### src/rtl/mmu_seq_counter.sv
// LOAD/RUN/DRAIN phase sequencer with programmable RUN length.
// In: clk rst_n start_i len_i stall_i abort_i; out: state_o cnt_o busy_o run_o done_o err_o.
module mmu_seq_counter #(
  parameter int MAX_LEN   = 64,
  parameter int LOAD_NUM  = 4,
  parameter int DRAIN_NUM = 7,
  localparam int LEN_W = $clog2(MAX_LEN + 1),
  localparam int LD_W  = $clog2(LOAD_NUM + 1),
  localparam int DR_W  = $clog2(DRAIN_NUM + 1),
  localparam int MX_W  = (LEN_W > LD_W) ? LEN_W : LD_W,
  localparam int CNT_W = (MX_W > DR_W) ? MX_W : DR_W
) (
  input  logic             clk,
  input  logic             rst_n,
  input  logic             start_i,
  input  logic [LEN_W-1:0] len_i,
  input  logic             stall_i,
  input  logic             abort_i,
  output logic [2:0]       state_o,
  output logic [CNT_W-1:0] cnt_o,
  output logic             busy_o,
  output logic             run_o,
  output logic             done_o,
  output logic             err_o
);

  typedef enum logic [2:0] {
    IDLE  = 3'd0,
    LOAD  = 3'd1,
    RUN   = 3'd2,
    DRAIN = 3'd3,
    DONE  = 3'd4
  } state_e;

  state_e           state_q;
  state_e           state_d;
  state_e           nxt_ph;
  logic [CNT_W-1:0] cnt_q;
  logic [CNT_W-1:0] cnt_d;
  logic [CNT_W-1:0] last;
  logic [LEN_W-1:0] len_q;
  logic [LEN_W-1:0] len_d;
  logic             err_q;
  logic             err_d;
  logic             len_ok;

  assign len_ok = (len_i != '0) &&
                  (len_i <= LEN_W'(MAX_LEN));

  always_comb begin
    last   = '0;
    nxt_ph = IDLE;
    unique case (state_q)
      LOAD: begin
        last   = CNT_W'(LOAD_NUM - 1);
        nxt_ph = RUN;
      end
      RUN: begin
        last   = CNT_W'(len_q) - CNT_W'(1);
        nxt_ph = DRAIN;
      end
      DRAIN: begin
        last   = CNT_W'(DRAIN_NUM - 1);
        nxt_ph = DONE;
      end
      default: begin
        last   = '0;
        nxt_ph = IDLE;
      end
    endcase
  end

  always_comb begin
    state_d = state_q;
    cnt_d   = cnt_q;
    len_d   = len_q;
    err_d   = 1'b0;
    unique case (state_q)
      IDLE: begin
        cnt_d = '0;
        if (start_i) begin
          if (len_ok) begin
            state_d = LOAD;
            len_d   = len_i;
          end else begin
            err_d = 1'b1;
          end
        end
      end
      LOAD, RUN, DRAIN: begin
        // abort wins over both stall and phase end
        if (abort_i) begin
          state_d = IDLE;
          cnt_d   = '0;
        end else if (!stall_i) begin
          if (cnt_q == last) begin
            state_d = nxt_ph;
            cnt_d   = '0;
          end else begin
            cnt_d = cnt_q + CNT_W'(1);
          end
        end
      end
      DONE: begin
        state_d = IDLE;
        cnt_d   = '0;
      end
      default: begin
        state_d = IDLE;
        cnt_d   = '0;
      end
    endcase
  end

  always_ff @(posedge clk or negedge rst_n) begin
    if (!rst_n) begin
      state_q <= IDLE;
      cnt_q   <= '0;
      len_q   <= '0;
      err_q   <= 1'b0;
    end else begin
      state_q <= state_d;
      cnt_q   <= cnt_d;
      len_q   <= len_d;
      err_q   <= err_d;
    end
  end

  assign state_o = state_q;
  assign cnt_o   = cnt_q;
  assign busy_o  = (state_q == LOAD) ||
                   (state_q == RUN)  ||
                   (state_q == DRAIN);
  assign run_o   = (state_q == RUN);
  assign done_o  = (state_q == DONE);
  assign err_o   = err_q;

endmodule

### config.mk
export PLATFORM = sky130hd
export DESIGN_NAME = mmu_seq_counter
export DESIGN_NICKNAME = d
export VERILOG_FILES = /design/src/rtl/mmu_seq_counter.sv
export SDC_FILE = /design/constraint.sdc
export NUM_CORES = 1
export LEC_CHECK = 0
export CORE_ASPECT_RATIO = 2
export CORE_MARGIN = 3
export CORE_UTILIZATION = 29
export DETAILED_ROUTE_END_ITERATION = 16
export SLEW_MARGIN = 10
export SYNTH_ARGS = -nofsm -noshare
export SYNTH_HDL_FRONTEND = slang
export SYNTH_SLANG_ARGS = --single-unit
### constraint.sdc
create_clock -name clk -period 4.78 [get_ports clk]
set_clock_uncertainty 0.1 [all_clocks]
set_input_delay 0.956 -clock clk [delete_from_list [all_inputs] [get_ports clk]]
set_output_delay 0.956 -clock clk [all_outputs]
set_load 0.02 [all_outputs]
==> results.md, run 1 <==
- The later pin in the worst-skew pair is clocked with a latency of 0.25 ns.
- The worst register-to-register path has a setup slack of 1.77 ns.
- For this design the ratio of total power to cell area is 454 nW/µm².
- The post-synthesis async set-or-reset flop share is 1.00.
- The width of the die is 53.3 µm.
- The hold violation count in the final report is 0.
- The cell type of the slowest stage on the worst timing path is clkdlybuf4s50_1.
- The number of flops mapped to enable cells by yosys is 0.
- For the pin with the worst max-slew slack, the measured transition is 0.944 ns.
- Summing every instance area after synthesis gives 1290 µm².
- In the final layout, the share of cells above drive strength 1 is 0.0970.
- After detailed routing, the average wire length per cell comes to 15.3 µm.
- Dividing the final minimum period by the clock period gives 0.684.
- The number of cells on the worst hold path is 1.
- For the worst setup path, the data required time is 3.72 ns.
- The placement row count is 33.
- Summed over all failing endpoints, the final setup total negative slack is 0 ns.
- The flow ran to the end, and the final reports show no timing, DRC or antenna violations.
- The first-pass GRT wire length is 5210 µm.
- The pre-antenna-repair detailed-routing pass consisted of 4 iterations.
- The starting density of the core is 0.307.
- The sum of overflow across all layers after global routing is 0.
- The number of levels in the clock H-tree is 1.
- After clock tree synthesis, the repair step resized 0 gates.
- The initial antenna violation count came to 0.
- The synthesized design contains 18 register bits.
- The critical-path maximum fanout is 12.
- The worst-case IR drop observed on VDD is 0.000305 V.
- The largest single stage delay on the critical path is 0.74 ns.
- The number of synthesis warnings is 0.
- Clock tree synthesis inserted a total of 3 buffers.
- The critical path endpoint category is an output port.
- The total placed instance area is 1580 µm².
- Synthesis handed over a netlist of 142 instances.
- For this design, the sink count on the clock tree is 18.
- The quantity of I/O buffers inserted on ports is 25.
- The CTS tree is yes.
- The worst setup path category is reg2out.
- In the post-synthesis netlist, the biggest area contributors are dfrtp_1 (35%), mux2_2 (5.2%), nand2_1 (3.5%).
- The clock root buffer master is clkbuf_8.
- The detail route stage leaves a number of antenna-violating nets equal to 0.
- The cell type contributing the most total cell area after synthesis is dfrtp_1.
- In this run the count of I/O pins placed on the die edge is 26.
- The time the final worst path needs with I/O delays and setup is 3.27 ns.
- Once layout is done, the placed cells without fillers occupy 1640 µm².
- The count of routing violations after the opening detailed-route iteration is 40.
- The number of pins exceeding their max-slew limit in the final report was 0.
- The vertical die dimension is 101 µm.
- Setup repair after global routing left no endpoint under its margin.
- The worst min-delay path class is reg2reg.
- Max-cap violations in this run came to 0.
- The worst setup path is launched from a flop.
- The proportion of synthesized chip area in sequential cells is 0.348.
- The worst pin sits at a relative slew slack of 0.364.
- Setup violations remaining at the end of the flow were counted as 0.
- Counting every net in the synthesized netlist gives 156.
- The share of synthesized area in the top cell type comes to 0.348.
- Entering global routing, the biggest net connects 19 pins.
- After synthesis, the most frequently instantiated cells are dfrtp_1 (18), nand2_1 (12), nor2_1 (10).
- The diode insertion count for antenna repair is 0.
- The die outline area is 5350 µm².
- Walking the worst path, the cells encountered are nor3b_1, clkdlybuf4s50_1.
- The via density per instance is 5.53.
- The core region is 4210 µm².
- Measured in cells, the most critical reg-to-reg path has a length of 9.
- The layout overhead on the synthesized area is 26.3%.
- The number of distinct library cell variants in the gate-level netlist after synthesis is 44.
- The total via count in the routed design is 1,200.
- The most frequently used cell type in the post-synthesis netlist is dfrtp_1.
- The post-detailed-placement half-perimeter wirelength is 2640 µm.
- The worst path arrival time is 2.21 ns.
- The leakage dissipation is 0.628 nW.
- A synthesized cell averages 9.12 µm².
- The worst-case clock buffer depth is 2.
- In the global route stage, overall resource usage came out at 0.130.
- After the last flow step, the layout net total stands at 180.
- The via count of the first global-routing pass came to 1,212.
- The upper clock frequency limit is 306 MHz.
- In the synthesized netlist the dominant register cell turns out to be dfrtp_1.
- The clock-pin slew reported for the worst setup and hold paths after clock tree synthesis is 0.07 ns.
- In the routed design, unresolved DRC markers number 0.
- After detailed routing, the total wire length is 3330 µm.
- For this design, the CTS-stage hold fixing added 0 buffers.
- Routability-driven placement finished with a final weighted congestion of 0.858.
- The number of setup buffers added after CTS is 0.
-- layer usage --
layer  wire [µm]  vias to the layer above  GRT usage
li1            -                      571          -
met1        1150                      576      0.119
met2        1930                       40      0.254
met3         108                       13     0.0148
met4         138                        0     0.0728
met5           0                        -          0
-- cells by family after synthesis --
group                      count (synthesis)  share of synthesized area
and+or+nand+nor                           64                      0.272
muxes                                      6                     0.0522
xor gates and xnor gates                   9                     0.0821
buffers and inverters                     13                     0.0435
AOI/OAI and AO/OA                         30                      0.184
DFF                                       18                      0.348
adders and majority gates                  2                     0.0193
-- sequential cells by signal (all words and copies together) (netlist names) --
| register | cells |
|---|---|
| len_q | 7 |
| state_o | 3 |
| cnt_o | 7 |
| err_o | 1 |
-- final timing paths --
| check | start | endpoint |
|---|---|---|
| max | state_o[1] | run_o |
| min | len_q[3] | len_q[3] |
| max reg2reg | len_q[0] | state_o[1] |
| min reg2reg | len_q[3] | len_q[3] |
| max in group asynchronous | rst_n | cnt_o[3] |
| min in group asynchronous | rst_n | err_o |
-- cells in the final DEF, fill, tap and decap left out, types with 2 or more instances in the layout --
cell type / count
nor2_1: 10
a31oi_1: 3
xnor2_1: 2
o21ai_0: 8
o311ai_0: 2
a21oi_1: 4
clkbuf_8: 4
nor3b_1: 3
ha_1: 2
nand3b_1: 2
nand2_1: 12
xor2_1: 5
or3_1: 3
mux2_2: 6
nor3_1: 8
and3_1: 3
inv_1: 7
nand3_1: 7
clkdlybuf4s50_1: 25
nand2b_1: 3
nor4_1: 3
nor4b_1: 2
dfrtp_1: 18
o21a_1: 2
xnor3_1: 2
-- final cells by class --
cell class                 instances  area, µm²
timing repair buffer              25        250
inverter                           7       26.3
fill                             443       2580
multi-input combinational        111        788
clock buffer                       4       55.1
tap                               52       65.1
sequential                        18        450
-- worst max-delay path: cells and delay by family (launching register included) --
family,cells,cell delay [ns]
and+or+nand+nor,1,0.69
buffers and inverters,1,0.74
DFF,1,0.52
-- metrics by stage --
stage / util / hold WS (ns) / setup slack (ns) / total power (W) / std cells
after global routing: 0.388 / 0.530 / 1.42 / 0.000791 / 217
after CTS: 0.388 / 0.504 / 1.51 / 0.000748 / 217
final: 0.388 / 0.504 / 1.51 / 0.000742 / 217
after global placement: 0.375 / 0.455 / 1.80 / 0.000604 / 213
after floorplan: - / 0.439 / 1.99 / 0.000508 / 142
after detailed placement: 0.375 / 0.488 / 1.77 / 0.000619 / 213
-- power breakdown --
part	internal, W	switching (W)	leakage [nW]
registers	0.000188	0.0000660	0.236
clock network	0.0000733	0.0000556	0.0288
logic	0.000166	0.000194	0.363
total	0.000427	0.000315	0.628
Note: power is estimated with default switching activity, not from simulation.
==> run 2: changes to the inputs <==
clock period = 3.2 ns   (was 4.78 ns; I/O delays follow)
==> run 2 against run 1 <==
Die area is the same. Sequential share of layout area hardly changed. Combinational power up 52%.
==> results.md, run 2 (same netlist as run 1, synthesis figures left out) <==
- The via count of the first global-routing pass is 1,194 (was 1,212).
- The first-pass GRT wire length came to 5370 µm (was 5210 µm).
- The critical-path maximum fanout was 9 (was 12).
- The number of ports placed on the die boundary is 26 (unchanged).
- The vertical die dimension is 101 µm (unchanged).
- The share of cells above drive strength 1 is 0.102 (was 0.0970).
- The clock network fraction of total power was 0.148 (was 0.174).
- The worst hold-check slack is 0.507 ns (was 0.504 ns).
- The worst min-delay path class is reg2reg (unchanged).
- The core area is 4210 µm² (unchanged).
- The width of the die came to 53.3 µm (unchanged).
- The final wirelength is 3220 µm (was 3330 µm).
- The initial antenna violation count is 0 (unchanged).
- The die outline area is 5350 µm² (unchanged).
- The switching part of the total came to 0.425 (about the same).
- The critical path startpoint category is a flop (unchanged).
- The worst setup path category was reg2reg (was reg2out).
- The post-detailed-route count of antenna-violating nets is 0 (unchanged).
- The total via count in the routed design is 1,191 (was 1,200).
- The aggregate global-route resource usage came to 0.133 (was 0.130).
- The total power divided by cell area is 661 nW/µm² (was 454 nW/µm²).
- The sequential share of power is 0.348 (was 0.343).
- The largest stage delay on the critical path was 0.49 ns (was 0.74 ns).
- The DRC violation count after routing is 0 (unchanged).
- The minimum setup slack after placement is 0.332 ns (was 1.77 ns).
- The number of levels in the clock H-tree is 1 (unchanged).
- The TritonCTS buffer count is 3 (unchanged).
- Run status: completed (unchanged).
- The upper clock frequency limit is 349 MHz.
- Commonest cells after routing, fill and taps aside: clkdlybuf4s50_1 (25), dfrtp_1 (18), nand2_1 (12), nor2_1 (10) (unchanged).
- The number of standard cells in the final layout excluding fillers is 218 (was 217).
- The fill cell instance count of the final layout is 432 (was 443).
- The number of hold-repair buffers added at the cts stage is 0 (unchanged).
- The most common cell after layout, fill and taps aside is clkdlybuf4s50_1 (unchanged).
- The final period utilization is 0.895.
- The starting density of the core is 0.307 (unchanged).
- The cell type of the slowest stage on the worst timing path is o311ai_0 (was clkdlybuf4s50_1).
- The number of max-cap violations was 0 (unchanged).
- The clock-pin slew reported for the worst setup and hold paths after clock tree synthesis is 0.07 ns (about the same).
- The leakage dissipation is 0.631 nW (was 0.628 nW).
- The maximum vdd ir drop came to 0.000409 V (was 0.000305 V).
- The reported net switching power is 0.000460 W (was 0.000315 W).
- The wire length per cell is 14.8 µm (was 15.3 µm).
- The CTS tree is yes (unchanged).
- The part of the power in combinational logic is 0.504 (was 0.484).
- The register-to-register setup slack is 0.34 ns (was 1.77 ns).
- The quantity of I/O buffers inserted on ports came to 25 (unchanged).
- The total power draw is 0.00108 W (was 0.000742 W).
- The hold violation count in the final report is 0 (unchanged).
- The headroom to the max-slew limit came to 0.397 (was 0.364).
- The count of TritonRoute iterations in the first routing pass was 4 (unchanged).
- The required arrival time at the worst endpoint was 3.29 ns (was 3.72 ns).
- The number of post-CTS setup repair buffers was 0 (unchanged).
- The setup TNS after final layout is 0 ns (unchanged).
- The time the final worst path needs with I/O delays and setup is 2.86 ns.
- The post-cts sizing count is 0 (unchanged).
- The last weighted congestion value of the routability-driven placer is 0.843 (was 0.858).
- The net count reported at finish was 182 (was 180).
- The critical path endpoint category is a flop (was output port).
- The worst path arrival time was 2.95 ns (was 2.21 ns).
- The actual transition at the worst max-transition pin was 0.896 ns (was 0.944 ns).
- The number of placed instances with taps included is 215 (was 213).
- The source-to-sink clock delay at the later pin of the worst-skew pair is 0.26 ns (was 0.25 ns).
- The number of pins exceeding their max-slew limit in the final report was 0 (unchanged).
- The clock root buffer master is clkbuf_8 (unchanged).
- The largest net degree at the start of global routing came to 19 (unchanged).
- The total of endpoints with negative setup slack in the final report is 0 (unchanged).
- The post-detailed-placement half-perimeter wirelength is 2570 µm (was 2640 µm).
- Cell Chain, Critical Path: inv_1, ha_1, nor3b_1, xor2_1, o21a_1, o311ai_0, o211ai_4, or4_1, a21boi_1 (was nor3b_1, clkdlybuf4s50_1).
- The via density per instance was 5.46 (was 5.53).
- The diode insertion count for antenna repair is 0 (unchanged).
- The layout overhead on the synthesized area is 26.4% (was 26.3%).
- The placement row count was 33 (unchanged).
- The worst setup margin came to 0.337 ns (was 1.51 ns).
- The count of routing violations after the opening detailed-route iteration is 34 (was 40).
- Unrepaired setup endpoints after global routing: no (unchanged).
- The worst-case clock buffer depth is 2 (unchanged).
- The internal power component is 0.000622 W (was 0.000427 W).
- The count of clock tree sinks is 18 (unchanged).
- The sum of overflow across all layers after global routing is 0 (unchanged).
-- run 2: cell count changes in the layout (fill, tap and decap cells not counted), sizes merged --
cell,previous run,this run
clkbuf,4,3
buf,0,2
-- run 2: worst paths after layout --
path / cells after the start / startpoint / endpoint
max reg2reg: 9 / len_q[0] / state_o[1]
min: 1 / len_q[3] / len_q[3]
min in group asynchronous: 1 / rst_n / err_o
min reg2reg: 1 / len_q[3] / len_q[3]
max: 9 / len_q[0] / state_o[1]
max in group asynchronous: 1 / rst_n / cnt_o[6]
-- run 2: per-stage QoR --
step                 util  instance area (µm²)
floorplan               -                 1290
global placement    0.379                 1600
detailed placement  0.379                 1600
CTS                 0.389                 1640
global route        0.389                 1640
finish              0.389                 1640
-- run 2: layout make-up --
cell class / instances / area, µm² / area share
clock buffers: 3 / 41.3 / 0.0252
well taps: 52 / 65.1 / 0.0398
flip-flops and latches: 18 / 450 / 0.275
repair buffers: 27 / 265 / 0.162
multi-input cells: 111 / 788 / 0.482
inverters: 7 / 26.3 / 0.0161
-- run 2: critical path: cells and delay by family (launching register included) --
kind	cells	cell delay (ns)
AO/OA/AOI/OAI	4	1.05
flip-flops	1	0.46
AND/OR/NAND/NOR	2	0.77
XOR/XNOR	1	0.14
buffers and inverters	1	0.09
adder cells (fa/ha/maj)	1	0.20
-- run 2: power groups by stage --
stage          clock network (W)  logic (W)  registers (W)
6_report                0.000160   0.000545       0.000376
5_1_grt                 0.000179   0.000595       0.000389
4_1_cts                 0.000165   0.000551       0.000376
3_5_place_dp                   0   0.000548       0.000380
3_3_place_gp                   0   0.000531       0.000375
2_1_floorplan                  0   0.000397       0.000362
-- run 2: routing by layer --
layer	track usage	part of all wire	up-vias
li1	-	-	576
met4	0.0630	0.021	0
met2	0.257	0.60	34
met1	0.129	0.35	576
met3	0.0163	0.037	5
met5	0	0	-
==> run 3: changes to the inputs <==
PLACE_DENSITY_LB_ADDON = 0.05   (was default)
==> run 3 against run 2 <==
Die area unchanged. Register-to-register slack got worse by 0.02 ns. Setup slack got worse by 0.025 ns. Via count down 1.3%. Highest routed layer unchanged. Cell count is the same. Sequential power about the same. Critical endpoint unchanged. Combinational power is essentially flat.
==> results.md, run 3 (same netlist as run 1, synthesis figures left out) <==
- The CTS tree was yes (unchanged).
- The critical path startpoint category is a flop (unchanged).
- Unrepaired setup endpoints after global routing: no (unchanged).
- The sequential share of power is 0.347 (was 0.348).
- The worst-case clock buffer depth is 2 (unchanged).
- The core occupancy in the finished layout is 0.389 (unchanged).
- The switching part of the total is 0.426 (was 0.425).
- The largest net degree at the start of global routing is 19 (unchanged).
- The post-detailed-route count of antenna-violating nets came to 0 (unchanged).
- The width of the die came to 53.3 µm (unchanged).
- The starting density of the core was 0.307 (unchanged).
- The start point of the worst min-delay path is len_q[3] (unchanged).
- The final period utilization came to 0.902 (was 0.895).
- The headroom to the max-slew limit was 0.372 (was 0.397).
- The number of hold-repair buffers added at the cts stage is 0 (unchanged).
- The footprint of the multi-input gates is 788 µm² (unchanged).
- The total power draw is 0.00108 W (about the same).
- The via density per instance is 5.39 (was 5.46).
- The hold violation count in the final report is 0 (unchanged).
- The maximum vdd ir drop is 0.000401 V (was 0.000409 V).
- The global-route met3 utilization is 0.0133 (was 0.0163).
- The wire length per cell is 15.4 µm (was 14.8 µm).
- The required arrival time at the worst endpoint is 3.28 ns (was 3.29 ns).
- The quantity of I/O buffers inserted on ports was 25 (unchanged).
- Commonest cells after routing, fill and taps aside: clkdlybuf4s50_1 (25), dfrtp_1 (18), nand2_1 (12), nor2_1 (10) (unchanged).
- The core area is 4210 µm² (unchanged).
- The total via count in the routed design was 1,176 (was 1,191).
- The internal power component is 0.000621 W (was 0.000622 W).
- The share of cells above drive strength 1 is 0.102 (unchanged).
- The number of ports placed on the die boundary is 26 (unchanged).
- The post-cts sizing count is 0 (unchanged).
- The register-to-register setup slack was 0.31 ns (was 0.34 ns).
- The worst setup path category was reg2reg (unchanged).
- The total of endpoints with negative setup slack in the final report is 0 (unchanged).
- The final wirelength came to 3350 µm (was 3220 µm).
- The number of cells on the worst hold path is 1 (unchanged).
- The worst setup margin is 0.313 ns (was 0.337 ns).
- The count of clock tree sinks was 18 (unchanged).
- The placement row count is 33 (unchanged).
- The fill cell instance count of the final layout was 460 (was 432).
- The most used routing layer in global routing was met2 (unchanged).
- The time the final worst path needs with I/O delays and setup is 2.89 ns (was 2.86 ns).
- The count of TritonRoute iterations in the first routing pass is 4 (unchanged).
- The number of cells on the worst reg-to-reg path is 9 (unchanged).
- The sum of overflow across all layers after global routing is 0 (unchanged).
- The critical path endpoint category was a flop (unchanged).
- The setup TNS after final layout is 0 ns (unchanged).
- The leakage dissipation was 0.631 nW (unchanged).
- The total power divided by cell area is 662 nW/µm² (was 661 nW/µm²).
- The aggregate global-route resource usage came to 0.135 (was 0.133).
- The first-pass GRT wire length came to 5360 µm (was 5370 µm).
- The reg-to-reg endpoint is state_o[1] (unchanged).
- The via count of the first global-routing pass is 1,137 (was 1,194).
- The last weighted congestion value of the routability-driven placer came to 0.756 (was 0.843).
- The net count reported at finish was 182 (unchanged).
- The diode insertion count for antenna repair was 0 (unchanged).
- The die outline area was 5350 µm² (unchanged).
- The number of max-cap violations is 0 (unchanged).
- The layout overhead on the synthesized area was 26.4% (unchanged).
- The total placed instance area is 1600 µm² (unchanged).
- The number of pins exceeding their max-slew limit in the final report is 0 (unchanged).
- The initial antenna violation count is 0 (unchanged).
- The minimum setup slack after placement is 0.305 ns (was 0.332 ns).
- Run status: completed (unchanged).
- The global-route met2 utilization is 0.259 (was 0.257).
- The clock-pin slew reported for the worst setup and hold paths after clock tree synthesis was 0.07 ns (about the same).
- The number of levels in the clock H-tree is 1 (unchanged).
- The upper clock frequency limit is 346 MHz (was 349 MHz).
- The source-to-sink clock delay at the later pin of the worst-skew pair is 0.25 ns (was 0.26 ns).
- The startpoint of the lowest-slack register-to-register path is len_q[0] (unchanged).
- The count of routing violations after the opening detailed-route iteration is 16 (was 34).
- The DRC violation count after routing came to 0 (unchanged).
- The cell area after layout is 1640 µm² (unchanged).
- The actual transition at the worst max-transition pin was 0.931 ns (was 0.896 ns).
- The clock network fraction of total power was 0.151 (was 0.148).
- The number of post-CTS setup repair buffers is 0 (unchanged).
- The met1 track demand over resource is 0.136 (was 0.129).
- The register area is 450 µm² (unchanged).
- The most common cell after layout, fill and taps aside is clkdlybuf4s50_1 (unchanged).
- The part of the power in combinational logic is 0.503 (was 0.504).
- The vertical die dimension is 101 µm (unchanged).
- The clock root buffer master was clkbuf_8 (unchanged).
- The reported net switching power is 0.000462 W (was 0.000460 W).
- The TritonCTS buffer count was 3 (unchanged).
- The post-detailed-placement half-perimeter wirelength was 2690 µm (was 2570 µm).
- The hold path endpoint is len_q[3] (unchanged).
- The worst min-delay path class was reg2reg (unchanged).
- The critical-path maximum fanout is 9 (unchanged).
- The worst path arrival time was 2.97 ns (was 2.95 ns).
[run 3: cell counts in the layout (fill, tap and decap cells not counted)]
Identical to the previous run, type by type.
[run 3: worst max-delay path by stage]
stage | startpoint | end | slack (ns) | depth (start not counted)
2_1_floorplan | state_o[0] | state_o[1] | 0.41 | 8
3_3_place_gp | len_q[0] | state_o[1] | 0.39 | 9
3_5_place_dp | len_q[0] | state_o[1] | 0.31 | 9
4_1_cts | len_q[0] | state_o[1] | 0.28 | 9
5_1_grt | len_q[0] | state_o[1] | 0.11 | 9
6_report | len_q[0] | state_o[1] | 0.31 | 9
[run 3: per-layer routing]
metal,part of all wire,wire [µm]
met4,0.020,66
met1,0.35,1180
met2,0.60,2010
met3,0.027,92
met5,0,0
[run 3: power groups by stage]
stage,logic [W],registers (W),clock network [W]
finish,0.000545,0.000375,0.000163
global route,0.000593,0.000391,0.000175
CTS,0.000550,0.000376,0.000168
detailed placement,0.000547,0.000381,0
global placement,0.000541,0.000380,0
floorplan,0.000397,0.000362,0
[run 3: area by class of cell]
| cell class | count | share of cell area |
|---|---|---|
| Sequential cell | 18 | 0.275 |
| Inverter | 7 | 0.0161 |
| Multi-Input combinational cell | 111 | 0.482 |
| Clock buffer | 3 | 0.0252 |
| Tap cell | 52 | 0.0398 |
| Timing Repair Buffer | 27 | 0.162 |
[run 3: critical path, stage by stage (launching register included)]
cell	delay, ns
dfrtp_1	0.45
inv_1	0.09
ha_1	0.20
nor3b_1	0.33
xor2_1	0.14
o21a_1	0.20
o311ai_0	0.49
o211ai_4	0.22
or4_1	0.44
a21boi_1	0.15
[run 3: metrics by stage]
stage	cells	hold slack [ns]
2_1_floorplan	142	0.244
5_1_grt	218	0.550
4_1_cts	218	0.500
3_3_place_gp	215	0.491
6_report	218	0.505
3_5_place_dp	215	0.483
